**src/rtl/md_quote_frame_parser_pkg.sv**
```systemverilog
// md_pkg: shared types and XGMII control constants for the quote frame parser
package md_pkg;
   localparam int FIELD_W = 32;
   localparam logic [7:0] XGMII_START = 8'hFB;
   localparam logic [7:0] XGMII_TERM = 8'hFD;
   localparam logic [7:0] XGMII_CTRL_LANE0 = 8'h01;
   typedef enum logic [2:0] {S_IDLE, S_HDR, S_SYM, S_PRC, S_QTY, S_CSUM, S_EOF} parse_state_e;
   typedef struct packed {
      logic [7:0] mtype;
      logic [FIELD_W-1:0] symbol;
      logic [FIELD_W-1:0] price;
      logic [FIELD_W-1:0] qty;
   } quote_t;
endpackage

```
**src/rtl/md_sync_fifo.sv**
```systemverilog
// md_sync_fifo: first-word-fall-through FIFO with registered head, push+pop allowed when full
module md_sync_fifo #(
   parameter int WIDTH = 8,
   parameter int DEPTH = 8
) (
   input  logic clk,
   input  logic rst_n,
   input  logic push_i,
   input  logic pop_i,
   input  logic [WIDTH-1:0] din_i,
   output logic valid_o,
   output logic full_o,
   output logic [WIDTH-1:0] dout_o
);
   localparam int AW = $clog2(DEPTH);
   logic [WIDTH-1:0] mem_q [DEPTH];
   logic [WIDTH-1:0] head_q;
   logic [AW-1:0] rd_q, wr_q, rd_nx;
   logic [AW:0] cnt_q;
   logic pop, push;
   assign valid_o = cnt_q != '0;
   assign full_o = cnt_q == (AW+1)'(DEPTH);
   assign pop = pop_i && valid_o;
   assign push = push_i && (!full_o || pop);
   assign rd_nx = rd_q + AW'(1);
   assign dout_o = head_q;
   always_ff @(posedge clk)
      if (push) mem_q[wr_q] <= din_i;
   // head_q always mirrors the oldest entry; it holds its last value once empty
   always_ff @(posedge clk) begin
      if (!rst_n) begin
         rd_q <= '0;
         wr_q <= '0;
         cnt_q <= '0;
         head_q <= '0;
      end else begin
         if (push) wr_q <= wr_q + AW'(1);
         if (pop) rd_q <= rd_nx;
         cnt_q <= cnt_q + (AW+1)'(push) - (AW+1)'(pop);
         if (pop && cnt_q > (AW+1)'(1)) head_q <= mem_q[rd_nx];
         else if (push && (cnt_q == '0 || pop)) head_q <= din_i;
      end
   end
endmodule

```
**src/rtl/md_quote_frame_parser.sv**
```systemverilog
// md_quote_frame_parser: parses XGMII quote frames, validates them and queues good quotes
module md_quote_frame_parser
   import md_pkg::*;
#(
   parameter int DATA_WIDTH = 64,
   parameter int FIELD_W = md_pkg::FIELD_W,
   parameter logic [15:0] EXP_LEN = 16'h0020,
   parameter logic [7:0] TYPE_MASK = 8'h02,
   parameter int FIFO_DEPTH = 8
) (
   input  logic clk,
   input  logic rst_n,
   input  logic [DATA_WIDTH-1:0] xgmii_rxd,
   input  logic [DATA_WIDTH/8-1:0] xgmii_rxc,
   output logic quote_valid,
   input  logic quote_ready,
   output logic [7:0] quote_type,
   output logic [FIELD_W-1:0] quote_symbol,
   output logic [FIELD_W-1:0] quote_price,
   output logic [FIELD_W-1:0] quote_qty,
   output logic [31:0] cnt_ok,
   output logic [31:0] cnt_err,
   output logic [31:0] cnt_drop
);
   localparam int CW = DATA_WIDTH/8;
   localparam int QW = 8 + 3*FIELD_W;
   parse_state_e state_q, state_d;
   logic [7:0] type_q;
   logic [15:0] len_q;
   logic [FIELD_W-1:0] sym_q, prc_q, qty_q, csum_q;
   logic [31:0] ok_q, err_q, drop_q;
   logic is_start, is_term, is_data, err, push, good, pop, full, ok_inc, drop_inc;
   logic unused_rxd;
   assign unused_rxd = ^xgmii_rxd[DATA_WIDTH-1:FIELD_W];
   assign is_start = xgmii_rxc == CW'(XGMII_CTRL_LANE0) && xgmii_rxd[7:0] == XGMII_START;
   assign is_term = xgmii_rxc == CW'(XGMII_CTRL_LANE0) && xgmii_rxd[7:0] == XGMII_TERM;
   assign is_data = xgmii_rxc == '0;
   assign good = type_q < 8'd8 && TYPE_MASK[type_q[2:0]] && len_q == EXP_LEN
                 && csum_q == (sym_q ^ prc_q ^ qty_q);
   assign pop = quote_valid && quote_ready;
   assign ok_inc = push && (!full || pop);
   assign drop_inc = push && full && !pop;
   assign cnt_ok = ok_q;
   assign cnt_err = err_q;
   assign cnt_drop = drop_q;
   // a START anywhere inside a frame aborts it and opens the next one
   always_comb begin
      state_d = state_q;
      err = 1'b0;
      push = 1'b0;
      case (state_q)
         S_IDLE: state_d = is_start ? S_HDR : S_IDLE;
         S_EOF: begin
            state_d = is_start ? S_HDR : S_IDLE;
            push = is_term && good;
            err = !push;
         end
         default: begin
            state_d = is_start ? S_HDR : is_data ? parse_state_e'(state_q + 3'd1) : S_IDLE;
            err = !is_data;
         end
      endcase
   end
   always_ff @(posedge clk) begin
      if (!rst_n) begin
         state_q <= S_IDLE;
         ok_q <= '0;
         err_q <= '0;
         drop_q <= '0;
      end else begin
         state_q <= state_d;
         if (is_data) begin
            if (state_q == S_HDR) begin
               type_q <= xgmii_rxd[23:16];
               len_q <= xgmii_rxd[15:0];
            end
            if (state_q == S_SYM) sym_q <= xgmii_rxd[FIELD_W-1:0];
            if (state_q == S_PRC) prc_q <= xgmii_rxd[FIELD_W-1:0];
            if (state_q == S_QTY) qty_q <= xgmii_rxd[FIELD_W-1:0];
            if (state_q == S_CSUM) csum_q <= xgmii_rxd[FIELD_W-1:0];
         end
         if (ok_inc && ~&ok_q) ok_q <= ok_q + 32'd1;
         if (err && ~&err_q) err_q <= err_q + 32'd1;
         if (drop_inc && ~&drop_q) drop_q <= drop_q + 32'd1;
      end
   end
   md_sync_fifo #(.WIDTH(QW), .DEPTH(FIFO_DEPTH)) u_fifo (
      .clk(clk),
      .rst_n(rst_n),
      .push_i(ok_inc),
      .pop_i(quote_ready),
      .din_i({type_q, sym_q, prc_q, qty_q}),
      .valid_o(quote_valid),
      .full_o(full),
      .dout_o({quote_type, quote_symbol, quote_price, quote_qty})
   );
endmodule

```
**config.mk**
```make
export PLATFORM = sky130hd
export DESIGN_NAME = md_quote_frame_parser
export DESIGN_NICKNAME = d
export VERILOG_FILES = /design/src/rtl/md_quote_frame_parser_pkg.sv /design/src/rtl/md_sync_fifo.sv /design/src/rtl/md_quote_frame_parser.sv
export SDC_FILE = /design/constraint.sdc
export NUM_CORES = 1
export LEC_CHECK = 0
export ABC_AREA = 0
export BUFFER_PORTS_ARGS = -buffer_cell sky130_fd_sc_hd__buf_2
export CORE_ASPECT_RATIO = 1.75
export CORE_MARGIN = 8
export CORE_UTILIZATION = 55
export CTS_CLUSTER_SIZE = 25
export DETAILED_ROUTE_END_ITERATION = 16
export PLACE_DENSITY_LB_ADDON = 0.05
export SYNTH_ARGS = -nofsm -noshare
export SYNTH_HDL_FRONTEND = slang
export SYNTH_SLANG_ARGS = --single-unit
```
**constraint.sdc**
```tcl
create_clock -name clk -period 13.6 [get_ports clk]
set_input_delay 2.04 -clock clk [delete_from_list [all_inputs] [get_ports clk]]
set_output_delay 2.04 -clock clk [all_outputs]
set_load 0.02 [all_outputs]
```
Word level (Yosys, flattened, before mapping)
Memories as Yosys holds them, arrays and structs flattened. A register that Yosys moved wholly into a read port is not among the register bits.
Index checks and enable logic that the tools add are counted.
- word-level logic and storage cells: 92
- memory bits (writable): 832
- input port bits: 75
- ROM bits: 8
- memories kept: 2
- bits in registers: 365
- memory list (memory ; words ; bits a word ; rd ports ; clocked after Yosys merged registers in ; write ports ; line ; source):
    u_fifo.mem_q ; 8 ; 104 ; 1 ; 0 ; 1 ; md_sync_fifo.sv:16 ; logic [WIDTH-1:0] mem_q [DEPTH];
    (name not given) ; 8 ; 1 ; 1 ; 1 ; 0 ; md_quote_frame_parser.sv:38 ; assign good = type_q < 8'd8 && TYPE_MASK[type_q[2:0]] && len_q == EXP_LEN
- mux-type cells: 12
- bitwise operators: 2
- $lt $le $gt $ge: 3
- reductions and logical operators: 39
- equality and inequality tests: 12
- add/sub/neg operators: 8
- operator list (cell ; number):
    104-bit 2-to-1 mux ; 2
    32-bit by 1-bit adder with 32-bit output, second input constant ; 3
    32-bit AND reduction ; 3
    32-bit bitwise XOR ; 2
    32-bit equality test ; 1
    16-bit by 6-bit equality test with 1-bit output, second input constant ; 1
    8-bit equality test, second input constant ; 2
    1-bit logical AND ; 16
    3-bit AND reduction ; 5
    3-bit 2-to-1 mux ; 4
    3-bit by 1-bit adder with 3-bit output, second input constant ; 3
    3-bit equality test, second input constant ; 3
    8-bit by 1-bit equality test with 1-bit output, second input constant ; 1
    8-bit zero test ; 1
    8-bit by 4-bit < comparator with 1-bit output, second input constant ; 1
    1-bit zero test ; 7
    3-bit by 2-bit equality test with 1-bit output, second input constant ; 2
    1-bit 2-to-1 mux ; 5
    4-bit by 1-bit adder with 4-bit output ; 1
    4-bit equality test, second input constant ; 1
    4-bit by 1-bit > comparator with 1-bit output, second input constant ; 1
    4-bit zero test ; 1
    3-bit by 4-bit < comparator with 1-bit output, second input constant ; 1
    4-bit nonzero test ; 1
    7 further kinds ; 8

Depth between registers and ports, before layout
- word-level depth: 12
- depth in mapped cells: 14
- depth with buffers taken out: 13

Cells and area by module
Synthesis repeated with hierarchy kept, for this count alone.
- cell total of the unflattened synthesis: 2900
- area, all modules: 47011.3 µm²
- by module, submodules not included (module ; instances ; cells an instance ; area each (µm²) ; sequential area each (µm²)):
    md_sync_fifo ; 1 ; 1980 ; 36237.3 ; 27266.2
    md_quote_frame_parser ; 1 ; 920 ; 10774.1 ; 6566.3

Least setup slack after synthesis
OpenSTA, ideal clock, no wires.
- kind: input to register
- start: input xgmii_rxd[1]
- end: memory u_fifo.mem_q[0][0] in the netlist's numbering (enable)
- cell stages on the path: 8
- arrival time: 11.264 ns
- buffers on the path: 1
- data required time: 12.884 ns
- slack: 1.620 ns
- cells stage by stage: nor4b_1 -> nand4_1 -> or3_1 -> nor4_2 -> and2_1 -> clkbuf_1 -> nor2b_1 -> nor3b_1
- longest elaborated chain between the ends: 8
- RTL lines (what ; line ; source):
    start: declaration ; md_quote_frame_parser.sv:13 ; input logic [DATA_WIDTH-1:0] xgmii_rxd,
    8-bit equality test ; md_quote_frame_parser.sv:36 ; assign is_term = xgmii_rxc == CW'(XGMII_CTRL_LANE0) && xgmii_rxd[7:0] == XGMII_TERM;
    1-bit logical AND ; md_quote_frame_parser.sv:36 ;
    1-bit logical AND ; md_quote_frame_parser.sv:55 ; push = is_term && good;
    1-bit 2-to-1 mux ; md_quote_frame_parser.sv:51 ; case (state_q)
    1-bit logical AND ; md_quote_frame_parser.sv:41 ; assign ok_inc = push && (!full || pop);
    1-bit logical AND ; md_sync_fifo.sv:24 ; assign push = push_i && (!full_o || pop);
    1-bit 2-to-1 mux ; md_sync_fifo.sv:28 ; if (push) mem_q[wr_q] <= din_i;
    1-bit 2-to-1 mux (not written as such) ; md_sync_fifo.sv:28 ;
    end: declaration ; md_sync_fifo.sv:16 ;
Every way passes these cells.

Worst setup path after layout
- start: input xgmii_rxc[5]
- end: memory u_fifo.mem_q[5][14] in the netlist's numbering (enable)
- longest elaborated chain between the ends: 8
- RTL lines (what ; line ; source):
    start: declaration ; md_quote_frame_parser.sv:14 ; input logic [DATA_WIDTH/8-1:0] xgmii_rxc,
    8-bit by 1-bit equality test with 1-bit output ; md_quote_frame_parser.sv:36 ;
    1-bit logical AND ; md_quote_frame_parser.sv:36 ;
    1-bit logical AND ; md_quote_frame_parser.sv:55 ;
    1-bit 2-to-1 mux ; md_quote_frame_parser.sv:51 ;
    1-bit logical AND ; md_quote_frame_parser.sv:41 ;
    1-bit logical AND ; md_sync_fifo.sv:24 ;
    1-bit 2-to-1 mux ; md_sync_fifo.sv:28 ;
    1-bit 2-to-1 mux (not written as such) ; md_sync_fifo.sv:28 ;
Every way passes these cells.

==> impl_metrics.csv <==
group,metric,value,unit
route,dr.pass1.iters,5,
sta,hold_viol_final,0,
critical_path,rrSetupSlack,7.98,ns
yosys,synth_area_leaders,"edfxtp_1 64%, mux4_2 10%, dfxtp_1 9.2%, nor2_1 3.1%, mux2i_1 2.4%",
route,vias,25380,
sta,slew_viol_final,0,
critical_path,crit_type,"input pin to register",
grt,grt_use_total,23.43,%
placed_design,place_area,0.04893,sq mm
critical_path,start_kind,"input pin",
route,wl,111400,um
critical_path,crit_fanout,53,
grt,antenna_found_initial,11,
floorplan,die_x,235.9,um
placed_design,gp_congestion,0.8541,
critical_path,crit_required,13.90,ns
sta,setup_viol,0,
power,ir_drop,0.1357,mV
route,drtAntennaViolNets,0,
grt,busiest_layer,"met2",
floorplan,floorplan.die_area,0.09452,sq mm
route,drt-wirelength-per-cell,26.34,um
yosys,ys_warn_count,0,
hold_path,hold_depth,2,
critical_path,arrival,6.38,ns
layout,fillers,6187,
clock_tree,numClockSinks,1198,
yosys,synthDominantCellAreaShare,63.51,%
critical_path,regToRegEndpoint,"u_fifo.mem_q[5][14]",
clock_tree,cts_resized,0,
critical_path,endpoint_kind,"register",
power,p_leak,17.27,nW
yosys,syn-num-nets,2898,
layout,nets,3149,
grt,grtUsageMet3,4.923,%
clock_tree,post_cts_buffers,0,
clock_tree,root_buffer,"clkbuf_16",
layout,areaGrowthSynthToFinish,12.87,%
sta,max_freq,164.6,MHz
yosys,yosysMostFrequentCell,"edfxtp_1",
sta,final.min_clock_period,6.074,ns
grt,use_met2,40.11,%
grt,grt_overflow,0,
critical_path,timing.rr.start,"sym_q[14]",
clock_tree,cts-buffers-inserted,105,
yosys,yosys_most_used_dff,"edfxtp_1",
yosys,synth.cell_area,0.04653,sq mm
clock_tree,holdBufCountCts,0,
yosys,ys_seq_area_share,72.72,%
run_status,status,"completed",
grt,grt_pass1_vias,26310,
sta,fin_skew,0.02825,ns
placed_design,dp_hpwl,66610,um
clock_tree,ctsHtreeMaxLevel,3,
sta,slew_headroom,24.77,%
floorplan,rows,141,
floorplan,start_util,55.29,%
sta,rsz0062_at_grt,"false",
floorplan,core,0.08415,sq mm
clock_tree,clk_pin_slew,0.06,ns
clock_tree,cts_max_path_buffers,3,
floorplan,die_h,400.8,um
placed_design,port_buffers,243,
sta,worst_pin_slew,1.128,ns
grt,grt_pass1_wl,166000,um
critical_path,r2r_cells,11,
route,routed_via_density,5.999,
hold_path,hp-start,"u_fifo.dout_o[101]",
yosys,synthTopCellsByCount,"984 x edfxtp_1, 388 x nor2_1, 217 x a21oi_1, 214 x dfxtp_1, 208 x mux4_2",
clock_tree,clk_latency,0.71,ns
yosys,synth-edff-count,984,
route,drt-initial-drc-count,1922,
run,cap_viol_max_count,0,
route,drc_errors,0,
yosys,synth.distinct_cells,53,
yosys,postSynthAreaPerCell,16.58,sq um
placed_design,post-place-ws,6.828,ns
hold_path,min_to,"u_fifo.dout_o[101]",
hold_path,hold_path.class,"register to register",
layout,drive_gt1_share,21.52,%
layout,final_area,0.05251,sq mm
clock_tree,cts_tree,"done",
grt,met1_usage,29.42,%
yosys,yosysTopAreaCell,"edfxtp_1",
power,p_per_area,179.3,mW/mm^2
sta,fin_ws,7.526,ns
yosys,ys_ff_latch,1198,
sta,tns,0,ns
sta,period_share,44.66,%
floorplan,io_pins,276,
grt,grt_max_degree,105,
yosys,syn-instance-count,2806,
yosys,synthArstFlopShare,0,%
-- layout by cell type, fill, tap and decap left out, types with 75 or more instances in the layout --
master,count
a21oi_1,217
buf_2,243
clkbuf_16,107
dfxtp_1,213
edfxtp_1,984
mux2i_1,113
mux4_2,208
nor2_1,387
xnor2_1,86
xor2_1,75
-- worst max-delay path, stage by stage --
cell	delay, ns
buf_2	0.09
nor4_1	0.66
nand4_1	0.31
nand4b_1	0.29
nor4_2	0.28
buf_4	0.22
and2_1	0.28
nand2_1	0.22
nor3b_2	0.19
buf_4	0.76
buf_4	0.94
-- cell type report --
class / instances / area (sq um) / area share [%]
antenna: 8 / 20.02 / 0.03812
clock buffer: 148 / 2985 / 5.685
clock inverter: 52 / 571.8 / 1.089
inverter: 25 / 98.84 / 0.1882
multi-input combinational: 1446 / 12130 / 23.10
sequential: 1198 / 33840 / 64.44
tap: 1072 / 1341 / 2.554
timing repair buffer: 281 / 1526 / 2.907
-- state kept, by name, indices dropped and copies added, names as in the netlist, named ones only --
name,flops
type_q,8
sym_q,32
cnt_err,32
qty_q,32
state_q,3
prc_q,32
u_fifo.dout_o,104
len_q,16
u_fifo.rd_q,3
cnt_drop,32
cnt_ok,32
u_fifo.wr_q,3
csum_q,32
u_fifo.cnt_q,4
u_fifo.mem_q,832
-- layer usage --
| layer | up-vias | wire, um |
|---|---|---|
| met5 | - | 37 |
| met4 | 6 | 3348 |
| met1 | 13110 | 43760 |
| met3 | 144 | 7661 |
| met2 | 860 | 56600 |
| li1 | 11260 | - |
-- how the worst max path moves through the flow --
stage / startpoint / end / slack (ns) / depth (start not counted)
6_report: xgmii_rxc[5] / u_fifo.mem_q[5][14] / 7.53 / 11
5_1_grt: xgmii_rxc[5] / u_fifo.mem_q[5][14] / 7.32 / 11
4_1_cts: xgmii_rxc[5] / u_fifo.mem_q[5][11] / 7.54 / 11
3_5_place_dp: xgmii_rxc[5] / u_fifo.mem_q[5][38] / 6.83 / 11
3_3_place_gp: xgmii_rxc[5] / u_fifo.mem_q[5][34] / 6.88 / 11
2_1_floorplan: xgmii_rxd[1] / u_fifo.mem_q[0][0] / 1.62 / 8
-- logic make-up after synthesis --
kind of cell,Yosys count,synth area share (%)
AOI/OAI and AO/OA,265,3.004
xor gates and xnor gates,162,3.050
adders and majority gates,17,0.4733
buffers and inverters,162,1.398
DFF,1198,72.72
muxes,321,12.50
and+or+nand+nor,681,6.858
-- per-stage QoR --
step | hold WS, ns | cells | util [%] | power (W)
floorplan | 0.4438 | 2806 | - | 0.005897
global placement | 0.4561 | 4022 | 58.15 | 0.006436
detailed placement | 0.4584 | 4022 | 58.15 | 0.006474
CTS | 0.4738 | 4222 | 62.38 | 0.009516
global route | 0.4970 | 4223 | 62.38 | 0.009824
finish | 0.4686 | 4230 | 62.40 | 0.009417
-- power by group --
| part | leakage [nW] | total, W | switching (W) | internal (W) |
|---|---|---|---|---|
| logic | 4.96 | 0.00221 | 0.00125 | 0.000959 |
| registers | 10.6 | 0.00414 | 0.000104 | 0.00404 |
| clock network | 1.73 | 0.00306 | 0.00133 | 0.00173 |
| total | 17.3 | 0.00942 | 0.00269 | 0.00673 |
Note: power is estimated with default switching activity, not from simulation.
